<file path="config.mk">
export PLATFORM = sky130hd
export DESIGN_NAME = axis_pkt_gen
export DESIGN_NICKNAME = d
export VERILOG_FILES = /design/src/rtl/axis_pkg.sv /design/src/rtl/axis_pkt_beat_fmt.sv /design/src/rtl/axis_pkt_gen.sv
export SDC_FILE = /design/constraint.sdc
export NUM_CORES = 1
export LEC_CHECK = 0
export CAP_MARGIN = 40
export CORE_MARGIN = 2
export CORE_UTILIZATION = 25
export CTS_CLUSTER_SIZE = 40
export DETAILED_ROUTE_END_ITERATION = 8
export GPL_ROUTABILITY_DRIVEN = 0
export MAX_ROUTING_LAYER = met4
export SYNTH_ARGS = -nofsm -noshare
export SYNTH_HDL_FRONTEND = slang
export SYNTH_SLANG_ARGS = --single-unit
</file>
<file path="constraint.sdc">
create_clock -name m_axis_clk -period 5.26 [get_ports m_axis_clk]
set_input_delay 1.052 -clock m_axis_clk [delete_from_list [all_inputs] [get_ports m_axis_clk]]
set_output_delay 1.052 -clock m_axis_clk [all_outputs]
set_load 0.01 [all_outputs]
</file>
<file path="src/rtl/axis_pkg.sv">
// Shared types and helpers for the AXI4-Stream packet generator.
package axis_pkg;

    typedef enum logic [1:0] {
        IDLE = 2'd0,
        SEND = 2'd1,
        GAP  = 2'd2
    } state_e;

    localparam int unsigned MAX_BW = 128;

    // Tail keep mask: low 'rem' lanes set, or all 'bw' lanes when rem is 0.
    function automatic logic [MAX_BW-1:0] keep_from_rem(input int unsigned rem,
                                                        input int unsigned bw);
        logic [MAX_BW-1:0] m;
        m = '0;
        for (int unsigned i = 0; i < MAX_BW; i++) begin
            if (i < bw && (rem == 0 || i < rem)) m[i] = 1'b1;
        end
        return m;
    endfunction

endpackage

</file>
<file path="src/rtl/axis_pkt_beat_fmt.sv">
// Combinational beat formatter: builds tdata/tkeep/tlast for one beat from
// the pattern seed, packet index, byte offset and bytes still to send.
module axis_pkt_beat_fmt
    import axis_pkg::*;
#(
    parameter int DATA_W = 32,
    parameter int LEN_W  = 16
) (
    input  logic [7:0]          seed,
    input  logic [7:0]          pkt_idx,
    input  logic [LEN_W-1:0]    byte_off,
    input  logic [LEN_W-1:0]    rem,
    output logic [DATA_W-1:0]   tdata,
    output logic [DATA_W/8-1:0] tkeep,
    output logic                tlast
);

    localparam int unsigned BW = DATA_W / 8;

    logic [7:0]        base;
    logic [MAX_BW-1:0] mask;

    always_comb begin
        base  = seed + pkt_idx + 8'(byte_off);
        tlast = (rem <= LEN_W'(BW));
        mask  = keep_from_rem(tlast ? (32'(rem) % BW) : 32'd0, BW);
        tkeep = mask[BW-1:0];
        tdata = '0;
        // Lanes past the end of the packet stay zero.
        for (int i = 0; i < int'(BW); i++) begin
            if (tkeep[i]) tdata[8*i +: 8] = base + 8'(i);
        end
    end

endmodule

</file>
<file path="src/rtl/axis_pkt_gen.sv">
// AXI4-Stream packet generator: configurable length/count/gap runs with a
// deterministic byte pattern and SOF on tuser[0].
module axis_pkt_gen
    import axis_pkg::*;
#(
    parameter int DATA_W  = 32,
    parameter int DATA_BW = DATA_W / 8,
    parameter int KEEP_W  = DATA_BW,
    parameter int ID_W    = 1,
    parameter int DEST_W  = 1,
    parameter int USER_W  = 1,
    parameter int LEN_W   = 16,
    parameter int CNT_W   = 16,
    parameter int GAP_W   = 8
) (
    input  logic              m_axis_clk,
    input  logic              m_axis_rst_n,
    input  logic              start,
    input  logic              stop,
    input  logic [LEN_W-1:0]  cfg_len,
    input  logic [CNT_W-1:0]  cfg_num_pkts,
    input  logic [GAP_W-1:0]  cfg_gap,
    input  logic [7:0]        cfg_seed,
    input  logic [ID_W-1:0]   cfg_id,
    input  logic [DEST_W-1:0] cfg_dest,
    output logic              busy,
    output logic              done,
    output logic [CNT_W-1:0]  pkt_cnt,
    output logic              m_axis_tvalid,
    input  logic              m_axis_tready,
    output logic [DATA_W-1:0] m_axis_tdata,
    output logic [KEEP_W-1:0] m_axis_tstrb,
    output logic [KEEP_W-1:0] m_axis_tkeep,
    output logic              m_axis_tlast,
    output logic [ID_W-1:0]   m_axis_tid,
    output logic [DEST_W-1:0] m_axis_tdest,
    output logic [USER_W-1:0] m_axis_tuser
);

    state_e             state_q, state_d;
    logic [LEN_W-1:0]   len_q, len_d;
    logic [CNT_W-1:0]   num_q, num_d;
    logic [GAP_W-1:0]   gap_q, gap_d;
    logic [7:0]         seed_q, seed_d;
    logic [ID_W-1:0]    id_q, id_d;
    logic [DEST_W-1:0]  dest_q, dest_d;
    logic [CNT_W-1:0]   pkt_cnt_q, pkt_cnt_d;
    logic [LEN_W-1:0]   off_q, off_d;
    logic [GAP_W-1:0]   gap_cnt_q, gap_cnt_d;
    logic               busy_q, busy_d;
    logic               done_q, done_d;
    logic               tvalid_q, tvalid_d;
    logic [DATA_W-1:0]  tdata_q, tdata_d;
    logic [KEEP_W-1:0]  tkeep_q, tkeep_d;
    logic               tlast_q, tlast_d;
    logic               sof_q, sof_d;

    logic               fire, load, clear;
    logic [CNT_W-1:0]   cnt_inc;
    logic [7:0]         fmt_seed, fmt_pkt;
    logic [LEN_W-1:0]   fmt_off, fmt_len, fmt_rem;
    logic [DATA_W-1:0]  fmt_data;
    logic [KEEP_W-1:0]  fmt_keep;
    logic               fmt_last;

    axis_pkt_beat_fmt #(.DATA_W(DATA_W), .LEN_W(LEN_W)) u_fmt (
        .seed     (fmt_seed),
        .pkt_idx  (fmt_pkt),
        .byte_off (fmt_off),
        .rem      (fmt_rem),
        .tdata    (fmt_data),
        .tkeep    (fmt_keep),
        .tlast    (fmt_last)
    );

    always_comb begin
        state_d   = state_q;
        len_d     = len_q;
        num_d     = num_q;
        gap_d     = gap_q;
        seed_d    = seed_q;
        id_d      = id_q;
        dest_d    = dest_q;
        pkt_cnt_d = pkt_cnt_q;
        off_d     = off_q;
        gap_cnt_d = gap_cnt_q;
        busy_d    = busy_q;
        done_d    = 1'b0;
        tvalid_d  = tvalid_q;
        tdata_d   = tdata_q;
        tkeep_d   = tkeep_q;
        tlast_d   = tlast_q;
        sof_d     = sof_q;

        fire      = tvalid_q & m_axis_tready;
        cnt_inc   = pkt_cnt_q + CNT_W'(1);
        load      = 1'b0;
        clear     = 1'b0;
        fmt_seed  = seed_q;
        fmt_pkt   = 8'(pkt_cnt_q);
        fmt_off   = '0;
        fmt_len   = len_q;

        case (state_q)
            IDLE: begin
                if (start && cfg_len != '0) begin
                    len_d     = cfg_len;
                    num_d     = cfg_num_pkts;
                    gap_d     = cfg_gap;
                    seed_d    = cfg_seed;
                    id_d      = cfg_id;
                    dest_d    = cfg_dest;
                    pkt_cnt_d = '0;
                    off_d     = '0;
                    busy_d    = 1'b1;
                    state_d   = SEND;
                    fmt_seed  = cfg_seed;
                    fmt_pkt   = 8'd0;
                    fmt_len   = cfg_len;
                    load      = 1'b1;
                end
            end
            SEND: begin
                if (fire) begin
                    if (!tlast_q) begin
                        off_d   = off_q + LEN_W'(DATA_BW);
                        fmt_off = off_q + LEN_W'(DATA_BW);
                        load    = 1'b1;
                    end else begin
                        pkt_cnt_d = cnt_inc;
                        off_d     = '0;
                        if ((num_q != '0 && cnt_inc == num_q) || stop) begin
                            state_d = IDLE;
                            busy_d  = 1'b0;
                            done_d  = 1'b1;
                            clear   = 1'b1;
                        end else if (gap_q == '0) begin
                            fmt_pkt = 8'(cnt_inc);
                            load    = 1'b1;
                        end else begin
                            state_d   = GAP;
                            gap_cnt_d = gap_q;
                            clear     = 1'b1;
                        end
                    end
                end
            end
            GAP: begin
                if (stop) begin
                    state_d = IDLE;
                    busy_d  = 1'b0;
                    done_d  = 1'b1;
                end else if (gap_cnt_q == GAP_W'(1)) begin
                    // Load on the last idle cycle so tvalid rises right after it.
                    state_d = SEND;
                    load    = 1'b1;
                end else begin
                    gap_cnt_d = gap_cnt_q - GAP_W'(1);
                end
            end
            default: state_d = IDLE;
        endcase

        fmt_rem = fmt_len - fmt_off;

        if (load) begin
            tvalid_d = 1'b1;
            tdata_d  = fmt_data;
            tkeep_d  = fmt_keep;
            tlast_d  = fmt_last;
            sof_d    = (fmt_off == '0);
        end else if (clear) begin
            tvalid_d = 1'b0;
            tdata_d  = '0;
            tkeep_d  = '0;
            tlast_d  = 1'b0;
            sof_d    = 1'b0;
        end
    end

    always_ff @(posedge m_axis_clk or negedge m_axis_rst_n) begin
        if (!m_axis_rst_n) begin
            state_q   <= IDLE;
            len_q     <= '0;
            num_q     <= '0;
            gap_q     <= '0;
            seed_q    <= '0;
            id_q      <= '0;
            dest_q    <= '0;
            pkt_cnt_q <= '0;
            off_q     <= '0;
            gap_cnt_q <= '0;
            busy_q    <= 1'b0;
            done_q    <= 1'b0;
            tvalid_q  <= 1'b0;
            tdata_q   <= '0;
            tkeep_q   <= '0;
            tlast_q   <= 1'b0;
            sof_q     <= 1'b0;
        end else begin
            state_q   <= state_d;
            len_q     <= len_d;
            num_q     <= num_d;
            gap_q     <= gap_d;
            seed_q    <= seed_d;
            id_q      <= id_d;
            dest_q    <= dest_d;
            pkt_cnt_q <= pkt_cnt_d;
            off_q     <= off_d;
            gap_cnt_q <= gap_cnt_d;
            busy_q    <= busy_d;
            done_q    <= done_d;
            tvalid_q  <= tvalid_d;
            tdata_q   <= tdata_d;
            tkeep_q   <= tkeep_d;
            tlast_q   <= tlast_d;
            sof_q     <= sof_d;
        end
    end

    assign busy          = busy_q;
    assign done          = done_q;
    assign pkt_cnt       = pkt_cnt_q;
    assign m_axis_tvalid = tvalid_q;
    assign m_axis_tdata  = tdata_q;
    assign m_axis_tkeep  = tkeep_q;
    assign m_axis_tstrb  = tkeep_q;
    assign m_axis_tlast  = tlast_q;
    assign m_axis_tid    = id_q;
    assign m_axis_tdest  = dest_q;
    assign m_axis_tuser  = USER_W'(sof_q);

endmodule

</file>
==> flow_summary.ini <==
[outcome]
status = finished, final reports clean

[sta]
max-slew-margin-rel_pct = 42.1
max_freq_mhz = 193
finalMaxSlewViolations = 0
final.min_clock_period_ns = 5.19
setup_viol = 0
hold_viol = 0
worst_pin_slew_ns = 0.862
rsz0062_at_grt = yes
fin_crit_sh_pct = 98.6
skew_ns = 0.00968
hold_slack_ns = 0.490

[pwr]
vdd_drop_max_mv = 0.232
p_total_uw = 7050
cellLeakagePower_uw = 0.00540
pwr_density_cell_nw_per_um2 = 577

[layout]
final_nets = 1243
drive_gt1_share_pct = 26.6
area_growth_pct = 45.2
seqCellArea_um2 = 3310
fill_cells = 3351
multi_input_area_um2 = 4980

[synth]
postSynthCellCount = 876
synth-edff-count = 0
yosys.cell_count.top_type = dfrtp_1
synth_async_sr_flop_share_pct = 100
synth.avg_cell_area_um2 = 9.60
ys_seq_area_share_pct = 39.3
ys_types = 72
netlist_top_cells_area = dfrtp_1, mux2_2, ha_1
synth_top_area_share_pct = 39.3
synth_common_cells = dfrtp_1, nand2_1, o21ai_0
synth_area_um2 = 8410
yosys_warnings = 0
synth_top_flop_cell = dfrtp_1
syn_nets = 975
yosys_register_bits = 132
yosys.area.top_type = dfrtp_1

[setup_path]
cp_cell_sequence = clkdlybuf4s50_1 -> nor4_2 -> a41oi_2 -> nand2_4 -> buf_8 -> mux2_2 -> ha_1 -> o21ai_0 -> nand2b_1 -> a21oi_2 -> a31oi_4 -> nor3_2 -> a21oi_1 -> a2111oi_4 -> nand4b_1 -> or3_4 -> ha_4 -> nor2_4 -> a22o_1
slowest_stage = clkdlybuf4s50_1
setup.worst_path.end_class = flip-flop
cp_max_fo = 14
cp.required_ns = 5.58
start_kind = primary input
crit_arrival_ns = 5.50
critPathMaxStageDelay_ns = 0.46
worstSetupPathType = primary input to flip-flop

[placed_design]
portBuffers = 117
dpl.hpwl_um = 19200

[clocking]
cts_buffer_depth = 2
cts_made_buffers = 17
clk_latency_ns = 0.43
cts-hold-fix-buffers = 0
cts_htree_levels = 4
cts.sinks = 132
cts.clk_slew.worst_paths_ns = 0.06
cts_tree = yes
root_buffer = clkbuf_16

[global_routing]
grt_pass1_wl_um = 40200
grt_antenna_before_repair = 1
grt_pass1_vias = 7579
grt_max_degree = 52
grt_usage_pct = 14.8
grt-ovfl-total = 0

[routing]
wire_per_inst_um = 16.0
drtPass1Iterations = 5
drc = 0
wl_um = 25700
via_per_inst = 4.74
dr_total_vias = 7605
dr.first_iter.drc_count = 404
antenna_left = 0

[die]
core_area_um2 = 33400
start_util_pct = 25.2
ios = 118
dieArea_um2 = 35100
die_h_um = 187
rows = 67
dieWidth_um = 187

[hold_path]
holdCritPathClass = flip-flop to flip-flop

[run]
cap_viol_max_count = 0
area by class of cell:
| cell class | instances | share of cell area, % |
|---|---|---|
| multi-input combinational | 650 | 40.8 |
| inverter | 54 | 1.66 |
| clock inverter | 9 | 1.25 |
| tap | 448 | 4.59 |
| antenna | 1 | 0.0205 |
| timing repair buffer | 289 | 20.8 |
| sequential | 132 | 27.1 |
| clock buffer | 22 | 3.80 |
layer usage:
| layer | track usage, % | vias to the layer above | wire length [um] |
|---|---|---|---|
| li1 | - | 3692 | - |
| met1 | 17.6 | 3714 | 11200 |
| met2 | 24.8 | 156 | 12800 |
| met3 | 2.74 | 43 | 1030 |
| met4 | 6.00 | 0 | 679 |
| met5 | - | - | 0 |
repair_timing:
action	in CTS	in global routing
cloned	1	0
endpoints found under the hold margin	0	0
buffers inserted	18	5
pin swaps	4	23
resized for setup	14	54
endpoints found under the setup margin	14	43
cells in the final DEF, fill, tap and decap left out, types with 13 or more instances in the layout:
cell             Yosys  layout
o31ai_1             14      14
o21ai_0             57      55
dlymetal6s2s_1       0      13
buf_4               11     168
a21oi_1             30      26
xnor2_1             49      45
nor2_1              53      51
a31oi_1             14      13
mux2_2              42      42
clkdlybuf4s50_1      0     103
dfrtp_1            132     130
nand2_1             83      79
nand3_1             29      29
inv_1               54      54
clkbuf_16            0      17
ha_1                35      32
xor2_1              15      15
a22o_1              26      26
critical path: cells and delay by family:
family                     cells  cell delay [ns]
AOI/OAI and AO/OA              7             1.35
and+or+nand+nor                7             1.44
muxes                          1             0.37
adders and majority gates      2             0.65
buffers and inverters          2             0.64
stage by stage:
step | instances | setup TNS (ns) | util (%) | cell area (um^2) | worst slack (ns)
after floorplan | 876 | 0 | - | 8470 | 0.00543
after global placement | 1547 | -9.98 | 33.2 | 11100 | -0.423
after detailed placement | 1549 | -11.69 | 33.3 | 11100 | -0.498
after CTS | 1599 | 0 | 35.7 | 11900 | 0.00744
after global routing | 1605 | -1.87 | 36.6 | 12200 | -0.124
final | 1605 | 0 | 36.6 | 12200 | 0.0736
state kept, by name, indices dropped and copies added, names as in the netlist, 2 cells and up:
| name | cells |
|---|---|
| gap_q | 8 |
| len_q | 16 |
| pkt_cnt | 16 |
| gap_cnt_q | 8 |
| off_q | 16 |
| seed_q | 8 |
| m_axis_tkeep | 3 |
| num_q | 16 |
| state_q | 2 |
| m_axis_tdata | 32 |
path summary, 6_finish.rpt:
path | start | end | slack [ns] | depth (start not counted)
max in group asynchronous | m_axis_rst_n | m_axis_tdata[24] | 3.82 | 2
min reg2reg | m_axis_tdata[30] | m_axis_tdata[30] | 0.49 | 1
max reg2reg | pkt_cnt[0] | m_axis_tdata[31] | 0.19 | 25
max | cfg_len[12] | m_axis_tdata[22] | 0.07 | 19
min | m_axis_tdata[30] | m_axis_tdata[30] | 0.49 | 1
min in group asynchronous | m_axis_rst_n | pkt_cnt[12] | 0.56 | 1
where the power goes:
| part | internal [uW] | switching (uW) | total [uW] |
|---|---|---|---|
| sequential | 1420 | 289 | 1710 |
| clock | 813 | 450 | 1260 |
| combinational | 2040 | 2030 | 4080 |
cell families after synthesis:
kind of cell	after synthesis	share of synthesized area, %
fa+ha+maj	44	7.35
simple gates	277	17.4
compound gates	207	16.5
xor+xnor	65	6.93
mux	56	7.29
buf+inv	95	5.25
flops	132	39.3
(Power assumes the default switching activity.)
